--- config.mk ---
export PLATFORM = sky130hd
export DESIGN_NAME = irq_controller
export DESIGN_NICKNAME = d
export VERILOG_FILES = /design/src/rtl/irq_controller.sv
export SDC_FILE = /design/constraint.sdc
export NUM_CORES = 1
export LEC_CHECK = 0
export ABC_AREA = 1
export CORE_AREA = 2 2 87 89
export CTS_CLUSTER_SIZE = 8
export DETAILED_ROUTE_END_ITERATION = 10
export DIE_AREA = 0 0 89 91
export PLACE_DENSITY = 0.6
export SLEW_MARGIN = 20
export SYNTH_ARGS = -nofsm -noshare
export SYNTH_HDL_FRONTEND = slang
export SYNTH_SLANG_ARGS = --single-unit
--- constraint.sdc ---
create_clock -name clk -period 1.6 [get_ports clk]
set_clock_uncertainty 0.1 [all_clocks]
set_input_delay 0.32 -clock clk [delete_from_list [all_inputs] [get_ports clk]]
set_output_delay 0.32 -clock clk [all_outputs]
set_load 0.1 [all_outputs]
--- src/rtl/irq_controller.sv ---
`default_nettype none
// ============================================================================
//  Module      : irq_controller
//  Description : 68000-style seven-level interrupt controller. Synchronises
//                raw sources, latches them as edge or level requests, masks
//                and prioritises them into an encoded IPL, and handles the
//                interrupt-acknowledge handshake.
//  Revision    : 1.0 - initial release
// ============================================================================
module irq_controller #(
    parameter int SYNC_STAGES = 2
) (
    input  logic        clk,
    input  logic        reset,
    input  logic [6:0]  src,
    input  logic        cs,
    input  logic [1:0]  wr,
    input  logic [1:0]  address,
    input  logic [15:0] din,
    output logic [15:0] dout,
    input  logic        iack,
    input  logic [2:0]  iack_level,
    output logic [2:0]  ipl_n,
    output logic        irq_active
);

    typedef enum logic [0:0] {
        S_IDLE  = 1'b0,
        S_ACKED = 1'b1
    } state_t;

    localparam logic [6:0] c_mode_reset = 7'h7F;
    localparam logic [1:0] c_addr_pend  = 2'd0;
    localparam logic [1:0] c_addr_mask  = 2'd1;
    localparam logic [1:0] c_addr_mode  = 2'd2;
    localparam logic [1:0] c_addr_force = 2'd3;

    logic [6:0] r_sync [SYNC_STAGES];
    logic [6:0] r_hist;
    logic [6:0] r_pending;
    logic [6:0] r_mask;
    logic [6:0] r_mode;
    logic [2:0] r_cur_level;
    logic       r_iack_d;
    state_t     r_state;

    logic [6:0] w_src_s;
    logic [6:0] w_rise;
    logic       w_wr;
    logic [6:0] w_w1c;
    logic [6:0] w_force;
    logic [6:0] w_set;
    logic [6:0] w_ack_clr;
    logic [2:0] w_prio;
    logic       w_iack_rise;
    logic       w_unused;

    // Upper data byte and upper strobe carry no register bits.
    assign w_unused = ^{din[15:7], wr[1]};

    assign w_src_s     = r_sync[SYNC_STAGES-1];
    assign w_rise      = w_src_s & ~r_hist;
    assign w_wr        = cs & wr[0];
    assign w_w1c       = (w_wr && address == c_addr_pend)  ? din[6:0] : 7'h00;
    assign w_force     = (w_wr && address == c_addr_force) ? din[6:0] : 7'h00;
    assign w_iack_rise = iack & ~r_iack_d;

    // Requests that set pending this cycle: edges, live levels and FORCE.
    assign w_set = (r_mode & w_rise) | (~r_mode & w_src_s) | w_force;

    // Source synchroniser chain plus one history flop for edge detection.
    always_ff @(posedge clk) begin
        if (reset) begin
            for (int s = 0; s < SYNC_STAGES; s++) begin
                r_sync[s] <= '0;
            end
            r_hist <= '0;
        end else begin
            r_sync[0] <= src;
            for (int s = 1; s < SYNC_STAGES; s++) begin
                r_sync[s] <= r_sync[s-1];
            end
            r_hist <= w_src_s;
        end
    end

    // Acknowledge clears only the edge-mode bit matching the presented level.
    always_comb begin
        w_ack_clr = 7'h00;
        if (r_state == S_IDLE && w_iack_rise && r_cur_level != 3'd0 &&
            iack_level == r_cur_level) begin
            for (int i = 0; i < 7; i++) begin
                if (r_cur_level == 3'(i + 1) && r_mode[i]) begin
                    w_ack_clr[i] = 1'b1;
                end
            end
        end
    end

    // Highest enabled pending request wins; level is index+1.
    always_comb begin
        w_prio = 3'd0;
        for (int i = 0; i < 7; i++) begin
            if (r_pending[i] && r_mask[i]) begin
                w_prio = 3'(i + 1);
            end
        end
    end

    // Pending, MASK and MODE registers; a set always beats a clear.
    always_ff @(posedge clk) begin
        if (reset) begin
            r_pending <= '0;
            r_mask    <= '0;
            r_mode    <= c_mode_reset;
        end else begin
            r_pending <= (r_pending & ~w_w1c & ~w_ack_clr) | w_set;
            if (w_wr && address == c_addr_mask) begin
                r_mask <= din[6:0];
            end
            if (w_wr && address == c_addr_mode) begin
                r_mode <= din[6:0];
            end
        end
    end

    // Acknowledge FSM and presented level; iack history resets high so an
    // acknowledge still in flight across reset is not mistaken for a new one.
    always_ff @(posedge clk) begin
        if (reset) begin
            r_state     <= S_IDLE;
            r_cur_level <= 3'd0;
            r_iack_d    <= 1'b1;
        end else begin
            r_iack_d <= iack;
            case (r_state)
                S_IDLE: begin
                    if (w_iack_rise) begin
                        r_state     <= S_ACKED;
                        r_cur_level <= 3'd0;
                    end else begin
                        r_cur_level <= w_prio;
                    end
                end
                S_ACKED: begin
                    r_cur_level <= 3'd0;
                    if (!iack) begin
                        r_state <= S_IDLE;
                    end
                end
                default: begin
                    r_state     <= S_IDLE;
                    r_cur_level <= 3'd0;
                end
            endcase
        end
    end

    assign ipl_n      = ~r_cur_level;
    assign irq_active = |r_cur_level;

    // Register read mux; FORCE reads back as zero.
    always_comb begin
        dout = 16'h0000;
        case (address)
            c_addr_pend:  dout = {4'b0000, (r_state == S_ACKED), r_cur_level, 1'b0, r_pending};
            c_addr_mask:  dout = {9'd0, r_mask};
            c_addr_mode:  dout = {9'd0, r_mode};
            c_addr_force: dout = 16'h0000;
            default:      dout = 16'h0000;
        endcase
    end

endmodule
`default_nettype wire

# --- After elaboration in Yosys (flattened, before gate mapping) ---
# Memories as Yosys holds them, arrays and structs flattened.
# Cells that the tools add are included.
word_totals:
  ram_bits: 14
  out_inout_bits: 20
  reg_bits: 33
  mem_count: 1
  elab_cells: 90
  input_bits: 34
classes:
  eq_ne: 11
  muxes: 28
  bitwise_logic: 19
  reduce_logical: 24
mem_list:
  columns: ["name", "words", "width", "rd", "rd_clocked_by_memory_dff", "write_ports", "line_no", "rtl"]
  rows:
  - ["r_sync", 2, 7, 2, 0, 2, "38", "logic [6:0] r_sync [SYNC_STAGES];"]
ops:
  columns: ["op", "n"]
  rows:
  - ["case mux 16 bit (4 select lines)", 1]
  - ["bitwise AND 7 bit", 5]
  - ["two-way mux 7 bit", 5]
  - ["inverter 7 bit", 4]
  - ["logical AND 1 bit", 21]
  - ["two-way mux 3 bit", 7]
  - ["OR 7 bit", 3]
  - ["two-way mux 1 bit", 13]
  - ["== test 3 bit, second input constant", 4]
  - ["== test 3 x 2 -> 1 bit, second input constant", 2]
  - ["case mux 3 bit (2 select lines)", 1]
  - ["== test 2 bit, second input constant", 2]
  - ["== test 3 x 1 -> 1 bit, second input constant", 1]
  - ["== test 3 bit", 1]
  - ["inverter 3 bit", 1]
  - ["nonzero test 3 bit", 1]
  - ["OR reduction 3 bit", 1]
  - ["bitwise AND 1 bit", 2]
  - ["== test 2 x 1 -> 1 bit, second input constant", 1]
  - ["logical NOT 2 bit", 1]
  - ["inverter 1 bit", 2]
  - ["OR 1 bit", 2]
  - ["case mux 1 bit (2 select lines)", 1]

# --- Logic depth before layout (Yosys ltp) ---
# Gate-level depths: netlist of run 1.
logic_depth:
  ltp_word: 10
  mapped_depth: 7
  depth_no_buf: 7

# --- Worst setup path before layout of run 1 ---
# OpenSTA, ideal clock, no wires.
synth_timing:
  path_type: "input-to-output"
  start: "in address[0]"
  end: "out dout[2]"
  stages: 4
  slack_ps: -1123
  required_time_ps: 1180
  arrival_time_ps: 2303
  path_buffers: 1
  cell_sequence: "nor2_1 buf_4 inv_1 o221ai_1"
synth_via:
  elab_chain_len: 2
  elab_cells_between_ends: 5
  classes_between: "eq/ne (3); mux (1); reduce/logical (1)"
synth_lines:
  columns: ["item", "line_no", "rtl"]
  rows:
  - ["start: declaration", "18", "input logic [1:0] address,"]
  - ["== test 2 bit (tied with other cells)", "165", "case (address)"]
  - ["case mux 16 bit (4 select lines) *", "165", null]
  - ["end: declaration", "20", "output logic [15:0] dout,"]
# Every way passes the cells marked *; elsewhere a longest branch is shown, timed or not. The select of a mux whose other input is x is not followed.

# --- Worst setup path in the final report of run 1 ---
layout_timing:
  start: "in address[1]"
  end: "out dout[1]"
# Same word-level chain as after synthesis.

==> impl.org, run 1 <==
** Setup path
- Element type at the critical path end :: primary output
- Crit start category :: input pin
- CP Max Fanout :: 3
- The worst setup path is of the in -> out kind.
- Worst endpoint required time :: 1.18 ns
- Data arrives at the worst endpoint at ~1.2 ns.

** Routing
- Routed wire length per instance :: between 10 and 15 microns
- Wires add up to roughly 5200 microns.
- Detailed-route vias per instance :: ~4.2
- The detail route stage leaves a number of antenna-violating nets equal to 0.
- For this block, the via count after detailed routing is 1995.
- After detailed routing, the number of remaining DRC violations is 0.
- The first detailed-routing pass took 4 iterations.
- In this run, the number of DRC markers left after iteration 0 of detailed routing was 185.

** Place
- Half-perimeter wire length after placement :: between 3000 and 4000 microns
- Buffers on Ports :: 38
- In this run, placement finished with an instance count of 458.
- At the end of routability-driven placement, the weighted congestion stood at about 0.85.
- Pre-CTS worst setup slack :: -0.491 ns

** Timing
- Based on the critical path, the design can be clocked at up to 605 MHz.
- Final Worst Setup Slack :: -0.0533 ns
- Setup repair after global routing could not meet its margin everywhere.
- Worst hold margin :: just over 0.3 ns
- For the finished layout, the period the worst path requires is between 1.5 and 2 ns.
- Setup violations remaining at the end of the flow were counted as 5.
- Ratio of final minimum period to clock period :: 103%
- The final number of max-transition violations was 0.
- The number of hold-slack violations in the final timing report came to 0.

** Clocking
- TritonCTS clock tree :: done
- Cell chosen for the clock root :: sky130_fd_sc_hd__clkbuf_8
- Buffer levels on the longest clock path :: 2
- After clock tree synthesis, the clock-pin slew on the worst setup and hold paths is around 0.080 ns.
- In this run, CTS created clock tree buffers numbering 5.
- The clock net in this run drives a total of between 40 and 50 sinks.
- For the worst-skew pair, the clock arrives at the later sink with an insertion delay of around 0.3 ns.
- Cts-stage hold buffer count :: 0
- The H-tree was split into 2 levels.

** Yosys
- Number of distinct library cells after synthesis :: 20
- Mapped Avg Cell Area :: 6.88 sq um
- During synthesis, Yosys emitted a total of 0 warnings.
- The synthesized design contains 47 register bits.
- Summing every instance area after synthesis gives approximately 2100 sq um.
- In the synthesized netlist, the number of instances is just over 300.
- Sequential fraction of the synthesis area :: between 40 and 50%

** Worst hold path
- Path category of the worst min-delay check :: reg -> reg

** Pwr
- Net switching is a little under a third of the power.
- Net switching power :: 0.790 mW
- Total leakage power :: 1.46 nW
- For this design the ratio of total power to cell area is 788 nW/um^2.
- Across the VDD grid, the largest voltage drop is roughly 0.42 mV.
- Clock share of power :: between 20 and 30%
- The share of total power dissipated in sequential elements is between 40% and 50%.
- Cell internal power dissipation :: around 1.8 mW
- Gate power share :: 23.3%

** Run status
- Outcome :: finished with violations
- Violations in the final reports :: negative setup slack

** Die
- Cell Rows :: 31
- The initial utilization of the core area, before any placement, comes to between 20 and 30%.
- Measured along the x axis, the die boundary spans about 89 microns.
- Chip height :: 91 microns
- Top-Level Pins :: 54
- Die Footprint :: ~8000 sq um
- Placeable core region :: 7140 sq um

** Finish
- Fraction of final layout cells with drive strength greater than 1 :: between 20 and 30%
- The count of cells in the finished layout, fillers not included, comes to approximately 470.
- Count of antenna diodes in the layout :: 0
- FILL cells :: between 700 and 800
- Relative to the synthesized area, the layout overhead comes to 53.6%.
- Measured on the finished design, the core utilization comes to 45.2%.
- Number of nets in the layout :: roughly 410

** Global routing
- The number of global-route vias before repair was roughly 1900.
- Wire length of the first global-routing pass :: 8740 microns
- Number of antenna violations at the first check in global routing :: 0
- Maximum number of pins on one net before global-route repair :: 29
- Remaining global-route overflow :: 0
- Global routing consumed, over all layers together, approximately 14% of the routing resources.

** Job
- Total of max-cap violations :: 0
## layer usage
metal,up-vias,global-route usage (%),routed length (microns)
met2,58,23.1,2620
li1,1078,-,-
met4,0,4.85,71
met3,8,3.27,307
met5,-,0,0
met1,851,16.8,2190
## synthesized netlist by cell type
library cell               number  area share, %
sky130_fd_sc_hd__clkbuf_1       4           0.71
sky130_fd_sc_hd__nor3b_1        1           0.36
sky130_fd_sc_hd__nor3_1         3           0.71
sky130_fd_sc_hd__o21ai_0        9            2.1
sky130_fd_sc_hd__nor2_1        45            8.0
sky130_fd_sc_hd__nor3_4         1           0.77
sky130_fd_sc_hd__nand2_1       73             13
sky130_fd_sc_hd__buf_4          6            2.1
sky130_fd_sc_hd__a21oi_1       27            6.4
sky130_fd_sc_hd__o221ai_1       1           0.42
sky130_fd_sc_hd__inv_1         50            8.9
sky130_fd_sc_hd__buf_6          1           0.54
sky130_fd_sc_hd__nand2_4        1           0.54
sky130_fd_sc_hd__conb_1         1           0.18
sky130_fd_sc_hd__o211ai_1       7            2.5
sky130_fd_sc_hd__nand3_1       19            4.5
sky130_fd_sc_hd__nor2_4         3            1.6
sky130_fd_sc_hd__inv_2          2           0.36
sky130_fd_sc_hd__dfxtp_1       47             45
sky130_fd_sc_hd__nand4_1        4            1.2
## critical path: stages
cell                        delay [ns]
sky130_fd_sc_hd__buf_8            0.10
sky130_fd_sc_hd__buf_6            0.11
sky130_fd_sc_hd__nor2_4           0.11
sky130_fd_sc_hd__inv_2            0.05
sky130_fd_sc_hd__o211ai_1         0.27
sky130_fd_sc_hd__clkbuf_16        0.26
## through the flow
step	total power [mW]	area (sq um)	TNS (ns)
final	2.54	3230	-0.170
after global routing	2.66	3230	-0.547
after CTS	2.57	3170	-0.213
after detailed placement	1.85	3010	-9.69
after global placement	1.84	3010	-9.23
after floorplan	1.61	2200	-6.03
## layout make-up
class | count | area [sq um] | share of cell area (%)
Sequential cell | 47 | 956 | 29.6
Clock inverter | 3 | 20.0 | 0.621
Tap cell | 99 | 124 | 3.84
Clock buffer | 5 | 68.8 | 2.13
Inverter | 52 | 205 | 6.36
Timing Repair Buffer | 68 | 840 | 26.0
Multi-Input combinational cell | 199 | 1010 | 31.4
## state kept, by name, indices dropped and copies added (netlist names)
signal / cells
r_sync: 14
r_hist: 7
r_mask: 7
r_mode: 7
r_pending: 7
r_cur_level: 3
r_iack_d: 1
r_state: 1
## power by group through the flow
stage	Clock (mW)	Combinational, mW	Sequential, mW
global route	0.782	0.632	1.25
finish	0.706	0.591	1.24
detailed placement	0	0.574	1.27
CTS	0.736	0.586	1.24
global placement	0	0.568	1.27
floorplan	0	0.350	1.26
## worst paths after layout
kind	endpoint	cells after the start	slack [ns]	startpoint
worst max-delay path	dout[1]	6	-0.05	address[1]
worst min-delay path	r_sync[0][7]	2	0.30	r_sync[0][0]
worst max register to register	r_pending[0]	8	0.07	r_cur_level[1]
worst min register to register	r_sync[0][7]	2	0.30	r_sync[0][0]
## cell families (layout without fill, tap and decap cells)
kind of cell	Yosys count	count (layout)	share of synthesized area (%)
compound gates	44	44	11.5
flops	47	47	44.8
other cells	1	5	0.179
buf+inv	63	128	12.7
simple gates	150	150	30.8
## layout by cell type (no fill, tap or decap)
cell type and n:
sky130_fd_sc_hd__clkinv_2 1, sky130_fd_sc_hd__inv_1 42, sky130_fd_sc_hd__dfxtp_2 6, sky130_fd_sc_hd__buf_8 1
sky130_fd_sc_hd__buf_6 7, sky130_fd_sc_hd__nand4_1 4, sky130_fd_sc_hd__o21ai_0 9, sky130_fd_sc_hd__inv_4 1
sky130_fd_sc_hd__nor2_1 38, sky130_fd_sc_hd__nand3_1 16, sky130_fd_sc_hd__clkbuf_8 5, sky130_fd_sc_hd__o211ai_1 7
sky130_fd_sc_hd__buf_4 20, sky130_fd_sc_hd__dfxtp_1 39, sky130_fd_sc_hd__buf_12 18, sky130_fd_sc_hd__o221ai_2 1
sky130_fd_sc_hd__nand3_4 1, sky130_fd_sc_hd__nand2_1 68, sky130_fd_sc_hd__conb_1 5, sky130_fd_sc_hd__nor3_1 3
sky130_fd_sc_hd__clkdlybuf4s50_1 21, sky130_fd_sc_hd__dfxtp_4 2, sky130_fd_sc_hd__inv_2 7, sky130_fd_sc_hd__nand2_2 4
sky130_fd_sc_hd__nand3_2 2, sky130_fd_sc_hd__clkinvlp_4 4, sky130_fd_sc_hd__nor3_4 1, sky130_fd_sc_hd__nor2_2 1
sky130_fd_sc_hd__a21oi_1 27, sky130_fd_sc_hd__nand2_4 2, sky130_fd_sc_hd__clkbuf_16 1, sky130_fd_sc_hd__nor2_4 9
sky130_fd_sc_hd__nor3b_4 1
## what timing repair did
| item | CTS | global route |
|---|---|---|
| setup endpoints to repair | 12 | 18 |
| setup buffers | 6 | 1 |
| pin swaps | 8 | 8 |
| gates resized for setup | 26 | 16 |
No activity file was read; power rests on OpenSTA's default activity.
==> run 2: changes to the inputs <==
SLEW_MARGIN = unset   (was 20)
==> results of run 2 <==
Final layout, timing and power as in run 1 (identical DEF).
==> run 3: changes to the inputs <==
CELL_PAD_IN_SITES_DETAIL_PLACEMENT = 0   (was unset)
CELL_PAD_IN_SITES_GLOBAL_PLACEMENT = 1   (was unset)
CTS_CLUSTER_SIZE = 10   (was 8)
PLACE_DENSITY = 0.77   (was 0.6)
SLEW_MARGIN = 20   (was unset)
==> run 3 against run 2 <==
The flow still finishes with violations (negative setup slack). Final cell count fell by 0.42%. Worst hold slack worse by 0.00076 ns. Flip-flop and latch count stayed put. Utilization increased by 0.070 points. Clock power is 8.2% higher. First-iteration DRC count shrank 59%. Die area stayed put. Non-clock buffer count fell by 2. Critical path type unchanged. Largest power group unchanged.
==> impl.org, run 3 (same netlist as run 1, synthesis figures left out) <==
** Run status
- The flow ran to the end, but the final reports show violations.
- Violations in the final reports :: negative setup slack

** Die
- In this run the horizontal extent of the chip is roughly 89 microns.
- The die covers around 8000 sq um.
- The floorplan step set the die height to around 90 microns.
- Row generation in the floorplan step produced 31 rows.
- Top-Level Pins :: 54
- Initial standard-cell utilization of the core :: between 20 and 30%
- The floorplan step defined a core boundary enclosing 7140 sq um.

** Global routing
- Wire length of the first global-routing pass :: 8520 microns
- Maximum number of pins on one net before global-route repair :: 29
- Total track usage :: about an eighth
- Remaining global-route overflow :: 0
- Number of global-route vias before repair :: ~1900
- Number of antenna violations at the first check in global routing :: 0

** Finish
- After the last flow step, the layout net total stands at around 410.
- Largest register by flop count :: r_sync
- FILL cells :: 747
- 0 antenna diodes ended up in the layout.
- Commonest non-fill, non-tap cell in the layout :: sky130_fd_sc_hd__nand2_1
- Area of the multi-input gates :: between 1000 and 1500 sq um
- The area growth from synthesis to layout is 53.9%.
- In the final layout, the share of cells above drive strength 1 is between 20 and 25%.
- In the layout the commonest cells are sky130_fd_sc_hd__nand2_1, sky130_fd_sc_hd__inv_1, sky130_fd_sc_hd__dfxtp_1, sky130_fd_sc_hd__nor2_1, sky130_fd_sc_hd__a21oi_1.
- The register with the most flip-flops in the layout has 14 of them.
- Final core utilization :: a little under half
- Registers take between 900 and 1000 sq um.

** Routing
- Number of remaining DRC errors :: 0
- Number of search-and-repair iterations in the first detailed-routing pass :: 4
- After detailed routing, the total wire length is 5130 microns.
- In this run the remaining antenna-violating nets after routing total 0.
- Routed wire length per instance :: around 11 microns
- After detailed routing, the number of vias per cell comes to between 4 and 5.
- First-iteration detailed-routing DRC count :: 76
- Via count :: between 2000 and 2500

** Clocking
- For the worst-skew pair, the clock arrives at the later sink with an insertion delay of between 0.2 and 0.3 ns.
- Number of buffers added by the clock tree synthesis step :: 5
- In this run the clock root is driven by a sky130_fd_sc_hd__clkbuf_8.
- TritonCTS built the clock tree.
- Clock input transition at the sequential cells of the worst setup and hold paths :: roughly 0.080 ns
- Buffer levels on the longest clock path :: 2
- Counting every sink on the clock net gives 47.
- Level count of the clock H-tree :: 2

** Setup path
- Element type at the critical path end :: primary output
- Worst endpoint required time :: 1.18 ns
- Launching instance or port of the critical path :: address[1]
- Data on the critical path arrives at its endpoint at 1.24 ns.
- Critical path type :: in -> out
- Crit start category :: input pin
- R2r startpoint :: r_cur_level[0]
- CP Max Fanout :: 4

** Place
- Port buffering added 38 buffers.
- Last weighted congestion value of the routability-driven placer :: 0.861
- Pre-CTS worst setup slack :: -0.532 ns
- Once detailed placement completed, the half-perimeter wirelength came to 4000 microns.

** Timing
- Setup violations remaining at the end of the flow were counted as 6.
- The final number of max-transition violations was 0.
- On the final layout, the worst hold slack is 0.303 ns.
- The number of hold-slack violations in the final timing report was 0.
- Based on the critical path, the design can be clocked at up to about 600 MHz.
- Ratio of final minimum period to clock period :: 104%
- Setup repair after global routing could not meet its margin everywhere.
- Across all setup checks in the final design, the least slack found is -0.0621 ns.
- Final TNS setup :: -0.194 ns
- For the finished layout, the period the worst path requires is between 1.5 and 2 ns.

** Pwr
- The worst-case IR drop observed on VDD is around 0.43 mV.
- For this design the static power due to leakage is roughly 1.5 nW.
- The completed layout was analyzed and its total power is about 2.6 mW.
- Cell area power density :: around 810 nW/um^2

** Worst hold path
- The startpoint identified for the worst hold timing path is r_sync[0][6].
- The min-delay analysis places its worst path in the category reg -> reg.

** Job
- The tool flagged a number of max-cap violations equal to 0.
[run 3: power by group]
part / internal [mW] / switching [mW]
combinational: 0.235 / 0.360
clock: 0.394 / 0.370
sequential: 1.22 / 0.0269
total: 1.85 / 0.756
[run 3: path summary, 6_finish.rpt]
path | slack [ns] | endpoint | cells past startpoint
worst max-delay path | -0.06 | dout[1] | 6
worst max register to register | 0.11 | r_pending[1] | 8
worst min register to register | 0.30 | r_sync[0][13] | 2
worst min-delay path | 0.30 | r_sync[0][13] | 2
[run 3: final cells by class]
class / count / share of cell area (%)
clock buffer: 8 / 3.10
inverter: 52 / 6.35
multi-input combinational: 199 / 31.4
sequential: 47 / 29.5
tap: 99 / 3.83
timing repair buffer: 66 / 25.8
[run 3: worst max-delay path: stages]
cell and delay (ns):
sky130_fd_sc_hd__buf_6 0.09, sky130_fd_sc_hd__buf_6 0.11, sky130_fd_sc_hd__nor2_4 0.16, sky130_fd_sc_hd__inv_2 0.06, sky130_fd_sc_hd__o211ai_1 0.27, sky130_fd_sc_hd__buf_12 0.22
[run 3: per-stage QoR]
stage / instance area (sq um) / instances
2_1_floorplan: 2200 / 309
3_3_place_gp: 3020 / 456
3_5_place_dp: 3020 / 456
4_1_cts: 3190 / 469
5_1_grt: 3230 / 471
6_report: 3230 / 471
[run 3: timing repair]
item                       in CTS  in global routing
buffers inserted                5                  2
hold buffers                    0                  0
resized for setup              26                  8
setup endpoints to repair      12                 18
pin swaps                       8                  6
[run 3: routing by layer]
| layer | routed length (microns) | up-vias | track usage, % |
|---|---|---|---|
| li1 | - | 1071 | - |
| met1 | 2180 | 882 | 16.5 |
| met2 | 2520 | 49 | 22.0 |
| met3 | 277 | 14 | 3.00 |
| met4 | 154 | 0 | 5.60 |
| met5 | 0 | - | 0 |
